### src/rtl/audio_sample_pacer.sv
// Stereo sample FIFO and sample-rate pacer feeding the PWM/sigma-delta DAC with offset-binary pairs.
// Optional build macro AUDIO_PACER_RAMP_EN: ramp outputs toward midscale on underrun instead of holding.
module audio_sample_pacer #(
  parameter int depthbits = 4,
  parameter int divbits   = 16
) (
  input  logic                 clk,
  input  logic                 reset_n,
  input  logic signed [15:0]   s_l,
  input  logic signed [15:0]   s_r,
  input  logic                 s_valid,
  output logic                 s_ready,
  input  logic [divbits-1:0]   period,
  input  logic                 flush,
  input  logic                 underrun_clr,
  output logic [15:0]          d_l,
  output logic [15:0]          d_r,
  output logic                 tick,
  output logic                 underrun,
  output logic [depthbits:0]   level
);

  localparam int                 DATA_W  = 16;
  localparam int                 DEPTH   = 1 << depthbits;
  localparam logic [DATA_W-1:0]  MID     = 16'h8000;
  localparam logic [divbits-1:0] MIN_P   = divbits'(3);
  localparam logic [divbits-1:0] DIV_ONE = divbits'(1);
  localparam logic [depthbits:0] PTR_ONE = (depthbits + 1)'(1);

  function automatic logic [DATA_W-1:0] to_offset(input logic signed [DATA_W-1:0] s);
    return {~s[DATA_W-1], s[DATA_W-2:0]};
  endfunction

`ifdef AUDIO_PACER_RAMP_EN
  localparam logic [DATA_W-1:0] STEP = 16'h0100;

  // Moves one step toward midscale, snapping onto it when within one step.
  function automatic logic [DATA_W-1:0] ramp_mid(input logic [DATA_W-1:0] d);
    if (d > MID + STEP)      return d - STEP;
    else if (d < MID - STEP) return d + STEP;
    else                     return MID;
  endfunction
`endif

  logic [depthbits:0]    wptr, rptr;
  logic [2*DATA_W-1:0]   mem [DEPTH];
  logic [2*DATA_W-1:0]   head;
  logic                  full, empty;
  logic                  wr_en, pop, und_set;
  logic [divbits-1:0]    cnt, period_eff;
  logic                  load_pend;

  assign full       = (wptr[depthbits] != rptr[depthbits]) &&
                      (wptr[depthbits-1:0] == rptr[depthbits-1:0]);
  assign empty      = (wptr == rptr);
  assign s_ready    = !full;
  assign level      = wptr - rptr;
  assign head       = mem[rptr[depthbits-1:0]];
  assign period_eff = (period < MIN_P) ? MIN_P : period;

  // Tick is sampled registered, so a pair accepted on the tick cycle waits for the next period.
  assign wr_en   = s_valid && !full && !flush;
  assign pop     = tick && !empty && !flush;
  assign und_set = tick && empty;

  // Divider: the first load after reset already spends one clock, hence the minus one.
  always_ff @(posedge clk or negedge reset_n) begin
    if (!reset_n) begin
      cnt       <= '0;
      load_pend <= 1'b1;
      tick      <= 1'b0;
    end else if (load_pend) begin
      cnt       <= period_eff - DIV_ONE;
      load_pend <= 1'b0;
      tick      <= 1'b0;
    end else if (cnt == '0) begin
      cnt  <= period_eff;
      tick <= 1'b1;
    end else begin
      cnt  <= cnt - DIV_ONE;
      tick <= 1'b0;
    end
  end

  always_ff @(posedge clk or negedge reset_n) begin
    if (!reset_n) begin
      wptr <= '0;
      rptr <= '0;
    end else if (flush) begin
      wptr <= '0;
      rptr <= '0;
    end else begin
      if (wr_en) wptr <= wptr + PTR_ONE;
      if (pop)   rptr <= rptr + PTR_ONE;
    end
  end

  always_ff @(posedge clk) begin
    if (wr_en) mem[wptr[depthbits-1:0]] <= {s_l, s_r};
  end

  // Output stage: changes only on the clock following a tick.
  always_ff @(posedge clk or negedge reset_n) begin
    if (!reset_n) begin
      d_l <= MID;
      d_r <= MID;
    end else if (pop) begin
      d_l <= to_offset(head[2*DATA_W-1:DATA_W]);
      d_r <= to_offset(head[DATA_W-1:0]);
    end else if (und_set) begin
`ifdef AUDIO_PACER_RAMP_EN
      d_l <= ramp_mid(d_l);
      d_r <= ramp_mid(d_r);
`else
      d_l <= d_l;
      d_r <= d_r;
`endif
    end
  end

  always_ff @(posedge clk or negedge reset_n) begin
    if (!reset_n)          underrun <= 1'b0;
    else if (und_set)      underrun <= 1'b1;
    else if (underrun_clr) underrun <= 1'b0;
  end

endmodule
### config.mk
export PLATFORM = sky130hd
export DESIGN_NAME = audio_sample_pacer
export DESIGN_NICKNAME = d
export VERILOG_FILES = /design/src/rtl/audio_sample_pacer.sv
export SDC_FILE = /design/constraint.sdc
export NUM_CORES = 1
export LEC_CHECK = 0
export ABC_AREA = 0
export BUFFER_PORTS_ARGS = -buffer_cell sky130_fd_sc_hd__buf_4
export CORE_MARGIN = 3
export CORE_UTILIZATION = 60
export CTS_BUF_LIST = sky130_fd_sc_hd__clkbuf_4
export DETAILED_ROUTE_END_ITERATION = 10
export GPL_TIMING_DRIVEN = 0
export MAX_ROUTING_LAYER = met4
export PLACE_DENSITY = 0.78
export SETUP_SLACK_MARGIN = 0.15
export SYNTH_ARGS = -nofsm -noshare
export SYNTH_HDL_FRONTEND = slang
export SYNTH_SLANG_ARGS = --single-unit
### constraint.sdc
create_clock -name clk -period 12.7 [get_ports clk]
set_clock_uncertainty 0.15 [all_clocks]
set_input_delay 0 -clock clk [delete_from_list [all_inputs] [get_ports clk]]
set_output_delay 0 -clock clk [all_outputs]
set_load 0.01 [all_outputs]
Yosys cells after proc, flatten, opt, wreduce, memory -nomap -nowiden:

Memory sizes are Yosys's and may differ from the RTL's.
Cells that the tools add are included.

* add/sub/neg operators: 5
* magnitude comparators: 1
* equality and inequality tests: 3
* mux-type cells: 13
* bitwise logic cells: 2
* reduce and logical (&&, ||, !) cells: 13

Operators with widths (count)
* $mux W16: 3
* $sub A16 B1 Y16 const B: 2
* $mux W5: 4
* $logic_not A16 Y1: 1
* $lt A16 B2 Y1 const B: 1
* $add A5 B1 Y5 const B: 2
* $logic_and A1 B1 Y1: 6
* $mux W1: 6
* $reduce_bool A2 Y1: 3
* $eq A5 B5 Y1: 1
* $sub A5 B5 Y5: 1
* $eq A4 B4 Y1: 1
* $logic_not A1 Y1: 3
* $not A1 Y1: 2
* $ne A1 B1 Y1: 1

* flip-flop bits (word level): 61
* bits in writable memories: 512
* output and inout port bits: 40
* word-level logic and storage cells: 46
* memories kept: 1

Memory list
* mem: words 16, width 32, read ports 1, clocked after Yosys merged registers in 0, write ports 1, line 46 `logic [2*DATA_W-1:0] mem [DEPTH];`

Longest topological paths before layout:

Gate-level depths: netlist of the first run.

* word-level depth: 7
* gate-level depth with buffers: 12

Least setup slack after synthesis of the first run:

No wires, ideal clock.

* path type: reg-to-reg
* from: register rptr[1]
* to: memory mem[0][0] (netlist name), enable pin
* arrival time: 4.726 ns
* data required time: 12.089 ns
* slack: 7.363 ns
* cell stages (with the launch flop): 11
* clock period less this slack: 5.337 ns
* cell sequence: dfrtp_1 > clkbuf_1 > inv_1 > clkbuf_1 > clkbuf_1 > ha_1 > and4_1 > a21boi_1 > nor2b_1 > nand2_1 > nor3_1

* word-level cells in the longest chain between the ends: 7

Ends and longest elaborated chain
* start, declared: line 45 `logic [depthbits:0] wptr, rptr;`
* start signal, assigned: line 94 `if (pop) rptr <= rptr + PTR_ONE;`
* $eq A4 B4 Y1: line 54 `(wptr[depthbits-1:0] == rptr[depthbits-1:0]);`
* $logic_and A1 B1 Y1: line 53 `assign full = (wptr[depthbits] != rptr[depthbits]) &&`
* $logic_not A1 Y1: line 62 `assign wr_en = s_valid && !full && !flush;`
* $logic_and A1 B1 Y1 (2 in a row): line 62
* $mux W1: line 99 `if (wr_en) mem[wptr[depthbits-1:0]] <= {s_l, s_r};`
* $mux W1 (implied by the code): line 99
* end, declared: line 46

Every way passes these cells.

Final worst setup path of the first run:

* from: register rptr[1]
* to: memory mem[0][3] (netlist name), enable pin

The elaborated chain is that of the path after synthesis.

==> impl_results.md, run 1 <==
* Status: complete, no violations
* Core region area at 37000 um2
* Endpoint required time on the critical path at ~13 ns
* Clock root buffer: sky130_fd_sc_hd__clkbuf_4
* Power density cells at 138 nW/um2
* Relative area change from synthesis to final layout at 21.7%
* Detailed route wirelength on metal2 at 27.5 mm
* Total Die Area at between 40000 and 50000 um2
* Cell row count at 70
* First-pass GRT wire length at 84.2 mm
* Yosys synthesis warning count at 0
* Worst-case vdd ir drop at 0.0797 mV
* Number of top-level pins at 93
* Number of fill cells in the layout at roughly 2200
* Number of global-route vias before repair at 14189
* Number of endpoints with negative hold slack in the final report at 0
* Arrival time worst endpoint at 6.04 ns
* Min Tclk post-route at approximately 5.7 ns
* Combined area of all synthesized cells at roughly 23000 um2
* Hold WS at 0.117 ns
* Endpoints failing setup at 0
* Sequential element share of the synthesized area at 74.3%
* Summed negative setup slack over all endpoints at 0 ns
* Cell accounting for the most synthesized area: sky130_fd_sc_hd__edfxtp_1
* Crit Path Category: reg -> reg
* Met1 wire length at 20.9 mm
* Chip width at 201 um
* Critical Path Start Type: register
* Number of buffers inserted during clock tree synthesis at 143
* Number of enable-type register cells in the synthesized netlist at 512
* Fraction of layout instances using a drive strength above 1 at about 30%
* Die height at 201 um
* Cell with the most instances after synthesis: sky130_fd_sc_hd__edfxtp_1
* Starting density of the core at 61.6%
* Via count normalized by instance count at around 6
* Tightest slew margin relative to the limit at 35.7%
* Met3 routed WL at 5.53 mm
* Top layer in use: met4
* Post-detailed-route count of antenna-violating nets at 0
* Routed wire per std cell at 24.3 um
* Total via count in the routed design at ~14000
* Drt pass-1 iters at 5
* Synth Instances at 1283
* DRC marker count from the first detailed-route iteration at approximately 1500
* Buffers added on ports at 91
* Leftover overflow at the end of global routing at 0
* Cell types occupying the most area after synthesis: sky130_fd_sc_hd__edfxtp_1 (68%), sky130_fd_sc_hd__mux4_2 (13%), sky130_fd_sc_hd__dfrtp_1 (6.4%)
* Transition time at the pin with the least slew margin at between 0.9 and 1 ns
* HPWL after detailed placement at 32.8 mm
* Seq cells post-synth at 573
* Clock tree buffer depth at 3
* Post-synthesis average cell area at 17.7 um2
* Syn Nets at 1349
* Initial antenna violation count at 2
* Leakage at between 9 and 10 nW
* Final slew viol count at 0
* Routability congestion estimate from global placement at 0.843
* Clock transition at the register clock pins on the worst setup and hold paths after CTS at about 0.07 ns
* # clock sinks at around 570
* RSZ-0062 raised after global routing: no
* Highest clock rate at 176 MHz
* DRT Wirelength at 55.3 mm
* GRT Util Overall at roughly 29%
* CTS tree: built
* DRC at 0
* Critical path endpoint category: register
* Most frequently used flop master after synthesis: sky130_fd_sc_hd__edfxtp_1
* Count of non-filler cells in the finished layout at 2279
* Largest net degree at the start of global routing at 59
* Final #Nets at 1731
* Later-pin clock latency in the skew report at 0.84 ns
* Number of placed instances with taps included at 1902
* Count of H-tree levels built during CTS at 4
* Number of max-cap violations at 0
* Critical path peak fanout at 10
* Worst hold path type: in -> reg
* Unique cell type count in the Yosys netlist at 61
* Portion of the clock cycle consumed by the worst path in the final layout at between 40 and 50%
* Yosys top cell area share at 67.6%
* Fraction of registers with async set/reset at 10.6%
* Commonest cells in the synthesized netlist: sky130_fd_sc_hd__edfxtp_1 (512), sky130_fd_sc_hd__nand2_1 (205), sky130_fd_sc_hd__mux4_2 (128), sky130_fd_sc_hd__a21oi_1 (82), sky130_fd_sc_hd__dfrtp_1 (58)
## worst max-delay path: stages (launching register included)
cell and delay, ns:
sky130_fd_sc_hd__dfrtp_1 0.44, sky130_fd_sc_hd__clkbuf_1 0.38, sky130_fd_sc_hd__inv_1 0.21, sky130_fd_sc_hd__clkbuf_1 0.68
sky130_fd_sc_hd__clkbuf_1 0.60, sky130_fd_sc_hd__ha_1 0.38, sky130_fd_sc_hd__and4_1 0.25, sky130_fd_sc_hd__a21boi_1 0.46
sky130_fd_sc_hd__nor2b_1 0.36, sky130_fd_sc_hd__nand2_1 0.30, sky130_fd_sc_hd__nor3_2 0.61, sky130_fd_sc_hd__buf_6 0.26
sky130_fd_sc_hd__buf_4 0.24
## metal layers
| metal | up-vias | track usage (%) |
|---|---|---|
| li1 | 5891 | - |
| met1 | 6916 | 37.7 |
| met2 | 851 | 45.0 |
| met3 | 118 | 7.13 |
| met4 | 0 | 10.5 |
| met5 | - | - |
## flip-flops by register name, indices dropped and copies added, names as in the netlist
register,count
tick,1
cnt,16
mem,512
d_l,16
rptr,5
underrun,1
wptr,5
d_r,16
load_pend,1
## metrics by stage
step	utilization, %	setup slack (ns)	area, um2	power, mW
global placement	65.1	4.01	24100	2.22
finish	74.9	7.02	27700	3.81
floorplan	-	7.36	22700	2.17
detailed placement	66.4	7.27	24600	2.23
CTS	74.9	7.15	27700	3.82
global route	74.9	6.91	27700	3.95
## layout make-up
cell class | count | area (um2) | share of cell area (%)
clock inverter | 34 | 243 | 0.877
inverter | 17 | 76.3 | 0.276
sequential | 573 | 16900 | 61.1
multi-input combinational | 629 | 5610 | 20.3
tap | 504 | 631 | 2.28
buffer | 64 | 270 | 0.976
clock buffer | 219 | 1640 | 5.94
antenna | 2 | 5.00 | 0.0181
timing repair buffer | 237 | 2300 | 8.31
## cell usage in the layout (no fill, tap or decap), types with 4 or more instances in the layout
cell type	instances
sky130_fd_sc_hd__nand2b_1	5
sky130_fd_sc_hd__dfrtp_1	58
sky130_fd_sc_hd__buf_2	15
sky130_fd_sc_hd__nor3_2	4
sky130_fd_sc_hd__nand3_1	8
sky130_fd_sc_hd__buf_1	8
sky130_fd_sc_hd__xor2_1	13
sky130_fd_sc_hd__inv_1	16
sky130_fd_sc_hd__o21ai_0	43
sky130_fd_sc_hd__nand4_1	7
sky130_fd_sc_hd__or3_1	7
sky130_fd_sc_hd__buf_6	10
sky130_fd_sc_hd__nor2_1	24
sky130_fd_sc_hd__clkinvlp_4	6
sky130_fd_sc_hd__clkinv_1	18
sky130_fd_sc_hd__nor4_1	7
sky130_fd_sc_hd__a21oi_1	82
sky130_fd_sc_hd__mux4_2	128
sky130_fd_sc_hd__clkbuf_4	219
sky130_fd_sc_hd__nand2_1	205
sky130_fd_sc_hd__buf_4	94
sky130_fd_sc_hd__nor2_4	12
sky130_fd_sc_hd__dlygate4sd3_1	121
sky130_fd_sc_hd__buf_12	11
sky130_fd_sc_hd__nor3_1	9
sky130_fd_sc_hd__xnor2_1	12
sky130_fd_sc_hd__ha_1	12
sky130_fd_sc_hd__clkbuf_1	39
sky130_fd_sc_hd__edfxtp_1	512
## worst paths after layout
path	cells past startpoint	from	to	slack, ns
max in group asynchronous	4	reset_n	cnt[2]$_DFF_PN0_	11.87
setup reg to reg	12	rptr[1]$_DFFE_PN0P_	mem[0][3]$_DFFE_PP_	7.02
hold / removal	4	flush	rptr[4]$_DFFE_PN0P_	0.12
setup / recovery	12	rptr[1]$_DFFE_PN0P_	mem[0][3]$_DFFE_PP_	7.02
hold reg to reg	2	d_r[9]$_DFFE_PN0P_	d_r[9]$_DFFE_PN0P_	0.33
min in group asynchronous	3	reset_n	d_l[15]$_DFFE_PN1P_	0.15
## timing repair
action | in CTS | in global routing
hold buffers | 122 | 0
resized for setup | 0 | 0
hold endpoints to repair | 790 | 0
buffers inserted | 0 | 0
## report_power, final
group          switching, mW  leakage (nW)  internal [mW]
combinational         0.0800          3.07         0.0702
clock                  0.727          1.11          0.849
sequential            0.0119          5.41           2.07
total                  0.818          9.59           2.99
## cell families after synthesis
| kind of cell | synth area share [%] |
|---|---|
| AND/OR/NAND/NOR | 6.02 |
| adder cells (fa/ha/maj) | 0.748 |
| buffers and inverters | 1.52 |
| flip-flops | 74.3 |
| multiplexers | 12.8 |
| XOR/XNOR | 0.962 |
| other | 0.0165 |
| AO/OA/AOI/OAI | 3.62 |
No activity file was read; power rests on OpenSTA's default activity.
==> inputs of run 2 (changes only) <==
--- a/config.mk
+++ b/config.mk
@@ -8,12 +8,12 @@
 export ABC_AREA = 0
 export BUFFER_PORTS_ARGS = -buffer_cell sky130_fd_sc_hd__buf_4
 export CORE_MARGIN = 3
-export CORE_UTILIZATION = 60
+export CORE_UTILIZATION = 58
 export CTS_BUF_LIST = sky130_fd_sc_hd__clkbuf_4
 export DETAILED_ROUTE_END_ITERATION = 10
 export GPL_TIMING_DRIVEN = 0
 export MAX_ROUTING_LAYER = met4
-export PLACE_DENSITY = 0.78
+export PLACE_DENSITY = 0.79
 export SETUP_SLACK_MARGIN = 0.15
 export SYNTH_ARGS = -nofsm -noshare
 export SYNTH_HDL_FRONTEND = slang
==> constraint.sdc (replaced) <==
create_clock -name clk -period 4.8 [get_ports clk]
set_clock_uncertainty 0.15 [all_clocks]
set_input_delay 0 -clock clk [delete_from_list [all_inputs] [get_ports clk]]
set_output_delay 0 -clock clk [all_outputs]
set_load 0.01 [all_outputs]
==> run 2 against run 1 <==
Net effect: power increased to 2.6 times the previous value; count of clock-buffer cells in the layout decreased by 6; wire length decreased by 0.47%; flip-flop and latch count unchanged; sequential power increased to 2.6 times the previous value; worst setup slack got worse by 6.7 ns; design area increased by 0.70%; combinational power increased to 2.7 times the previous value; non-clock buffer count increased by 6; hold slack got worse by 0.054 ns; global-route usage decreased by 0.64 points; die area increased by 3.3%; critical endpoint is now mem[0][0]$_DFFE_PP_; highest routed layer unchanged.
==> impl_results.md, run 2 (synthesis gave the netlist of run 1 again) <==
* Clock transition at the register clock pins on the worst setup and hold paths after CTS at 0.06 ns (was 0.07 ns)
* Leakage at 9.67 nW (was 9.59 nW)
* Leftover overflow at the end of global routing at 0 (unchanged)
* Number of max-cap violations at 0 (unchanged)
* Worst-case vdd ir drop at 0.254 mV (was 0.0797 mV)
* Top library cells by usage in the layout, fill and taps aside: sky130_fd_sc_hd__edfxtp_1 (512), sky130_fd_sc_hd__clkbuf_4 (213), sky130_fd_sc_hd__nand2_1 (205) (was sky130_fd_sc_hd__edfxtp_1 (512), sky130_fd_sc_hd__clkbuf_4 (219), sky130_fd_sc_hd__nand2_1 (205))
* Final #Nets at 1733 (was 1731)
* Fraction of layout instances using a drive strength above 1 at 29.8% (was 29.6%)
* Worst hold path type: in -> reg (unchanged)
* # clock sinks at 573 (unchanged)
* Min Tclk post-route at 4.49 ns (was 5.68 ns)
* Initial antenna violation count at 1 (was 2)
* Stage delay of the slowest cell on the critical path at 0.53 ns (was 0.68 ns)
* Total power of the final layout at 10.1 mW (was 3.81 mW)
* Total net switching power at 2.12 mW (was 818 uW)
* Highest clock rate at 223 MHz (was 176 MHz)
* Multi-input logic area at 5630 um2 (was 5610 um2)
* Transition time at the pin with the least slew margin at 1.03 ns (was 0.964 ns)
* Clock root buffer: sky130_fd_sc_hd__clkbuf_4 (unchanged)
* Switching power share of the total at 21.0% (was 21.5%)
* Final slew viol count at 0 (unchanged)
* DRC marker count from the first detailed-route iteration at 1644 (was 1528)
* Status: complete, no violations (unchanged)
* Largest register FFs at 512 (unchanged)
* HPWL after detailed placement at 34.0 mm (was 32.8 mm)
* Endpoint required time on the critical path at 5.13 ns (was 13.06 ns)
* DRC at 0 (unchanged)
* Area used by sequential logic in the layout at 16900 um2 (unchanged)
* Critical path endpoint category: register (unchanged)
* Tightest slew margin relative to the limit at 31.2% (was 35.7%)
* Arrival time worst endpoint at 4.82 ns (was 6.04 ns)
* Relative area change from synthesis to final layout at 22.5% (was 21.7%)
* Chain of cells forming the critical path: clkbuf_2 > inv_1 > clkbuf_2 > ha_1 > and4_1 > a21boi_1 > nor2b_1 > nand2_1 > nor3_4 > buf_16 > buf_16 (was clkbuf_1 > inv_1 > clkbuf_1 > clkbuf_1 > ha_1 > and4_1 > a21boi_1 > nor2b_1 > nand2_1 > nor3_2 > buf_6 > buf_4)
* Core region area at 38200 um2 (was 37000 um2)
* Clock tree buffer depth at 3 (unchanged)
* Number of fill cells in the layout at 2268 (was 2158)
* Number of global-route vias before repair at 14598 (was 14189)
* Via count normalized by instance count at 6.02 (was 6.04)
* Chip width at 204 um (was 201 um)
* Proportion of power drawn by the clock network at 41.3% (about the same)
* Max stage delay cell, worst path: sky130_fd_sc_hd__clkbuf_2 (was sky130_fd_sc_hd__clkbuf_1)
* Drt pass-1 iters at 7 (was 5)
* Routability congestion estimate from global placement at 0.883 (was 0.843)
* Count of H-tree levels built during CTS at 4 (unchanged)
* Share of total power in sequential cells at 54.7% (about the same)
* First-pass GRT wire length at 84.3 mm (was 84.2 mm)
* Number of buffers inserted during clock tree synthesis at 139 (was 143)
* Most common cell after layout, fill and taps aside: sky130_fd_sc_hd__edfxtp_1 (unchanged)
* Gate power share at 4.0% (was 3.9%)
* CTS tree: built (unchanged)
* Cell row count at 71 (was 70)
* Die height at 204 um (was 201 um)
* Buffers added on ports at 91 (unchanged)
* RSZ-0062 raised after global routing: no (unchanged)
* Post-Route Utilization at 73.0% (was 74.9%)
* Critical Path Start Type: register (unchanged)
* Starting density of the core at 59.6% (was 61.6%)
* Crit Path Category: reg -> reg (unchanged)
* Post-detailed-route count of antenna-violating nets at 0 (unchanged)
* Critical path peak fanout at 19 (was 10)
* GRT Util Overall at 28.2% (was 28.9%)
* Routed wire per std cell at 24.1 um (was 24.3 um)
* Largest net degree at the start of global routing at 59 (unchanged)
* Power density cells at 362 nW/um2 (was 138 nW/um2)
* Endpoints failing setup at 0 (unchanged)
* Total via count in the routed design at 13722 (was 13776)
* Total Die Area at 41600 um2 (was 40300 um2)
* Number of top-level pins at 93 (unchanged)
* Later-pin clock latency in the skew report at 0.81 ns (was 0.84 ns)
* Number of endpoints with negative hold slack in the final report at 0 (unchanged)
* Internal power at 7.96 mW (was 2.99 mW)
* DRT Wirelength at 55.1 mm (was 55.3 mm)
* Portion of the clock cycle consumed by the worst path in the final layout at 93.5% (was 44.7%)
run 2: area by class of cell:
class | instances | area share [%]
antenna | 1 | 0.00898
tap | 511 | 2.29
sequential | 573 | 60.6
inverter | 17 | 0.274
buffer | 63 | 0.974
clock inverter | 30 | 0.929
timing repair buffer | 244 | 8.95
multi-input combinational | 629 | 20.2
clock buffer | 213 | 5.74
run 2: through the flow:
| step | area, um2 | hold WS [ns] | TNS (ns) | worst slack (ns) | instances |
|---|---|---|---|---|---|
| after detailed placement | 24700 | 0.0413 | -95.11 | -0.577 | 1909 |
| after floorplan | 22800 | -0.446 | -34.26 | -0.535 | 1283 |
| final | 27900 | 0.0627 | 0 | 0.310 | 2281 |
| after global routing | 27900 | 0.0445 | 0 | 0.179 | 2281 |
| after CTS | 27900 | 0.0155 | 0 | 0.151 | 2280 |
| after global placement | 24100 | 0.0215 | -1148.88 | -3.96 | 1885 |
run 2: timing repair:
action,4_1_cts,5_1_grt
pin swaps,5,0
endpoints found under the hold margin,880,0
setup buffers,8,0
setup endpoints to repair,517,248
gates resized for setup,3,4
hold buffers,121,0
run 2: path summary, 6_finish.rpt:
| kind | slack (ns) | end | cells after the start | from |
|---|---|---|---|---|
| min in group asynchronous | 0.16 | load_pend$_DFF_PN1_ | 3 | reset_n |
| max | 0.31 | mem[0][0]$_DFFE_PP_ | 11 | rptr[1]$_DFFE_PN0P_ |
| min reg2reg | 0.33 | d_r[13]$_DFFE_PN0P_ | 2 | d_r[13]$_DFFE_PN0P_ |
| max reg2reg | 0.31 | mem[0][0]$_DFFE_PP_ | 11 | rptr[1]$_DFFE_PN0P_ |
| min | 0.06 | cnt[8]$_DFF_PN0_ | 3 | period[8] |
| max in group asynchronous | 3.94 | d_r[7]$_DFFE_PN0P_ | 4 | reset_n |
run 2: per-layer routing:
layer	routed length (um)	global-route usage, %
met4	1730	10.9
met1	20400	36.0
met3	5260	6.66
met2	27600	45.0
met5	0	-
run 2: power groups by stage:
stage          registers (mW)  clock network [mW]  logic [mW]
3_5_place_dp             5.62                   0       0.303
6_report                 5.51                4.16       0.407
3_3_place_gp             5.62                   0       0.268
5_1_grt                  5.52                4.51       0.440
2_1_floorplan            5.61                   0       0.130
4_1_cts                  5.51                4.22       0.400
run 2: critical path: cells and delay by family (launching register included):
kind / cells / cell delay (ns)
AOI/OAI and AO/OA: 1 / 0.44
adders and majority gates: 1 / 0.37
buffers and inverters: 5 / 1.35
DFF: 1 / 0.41
and+or+nand+nor: 4 / 1.41
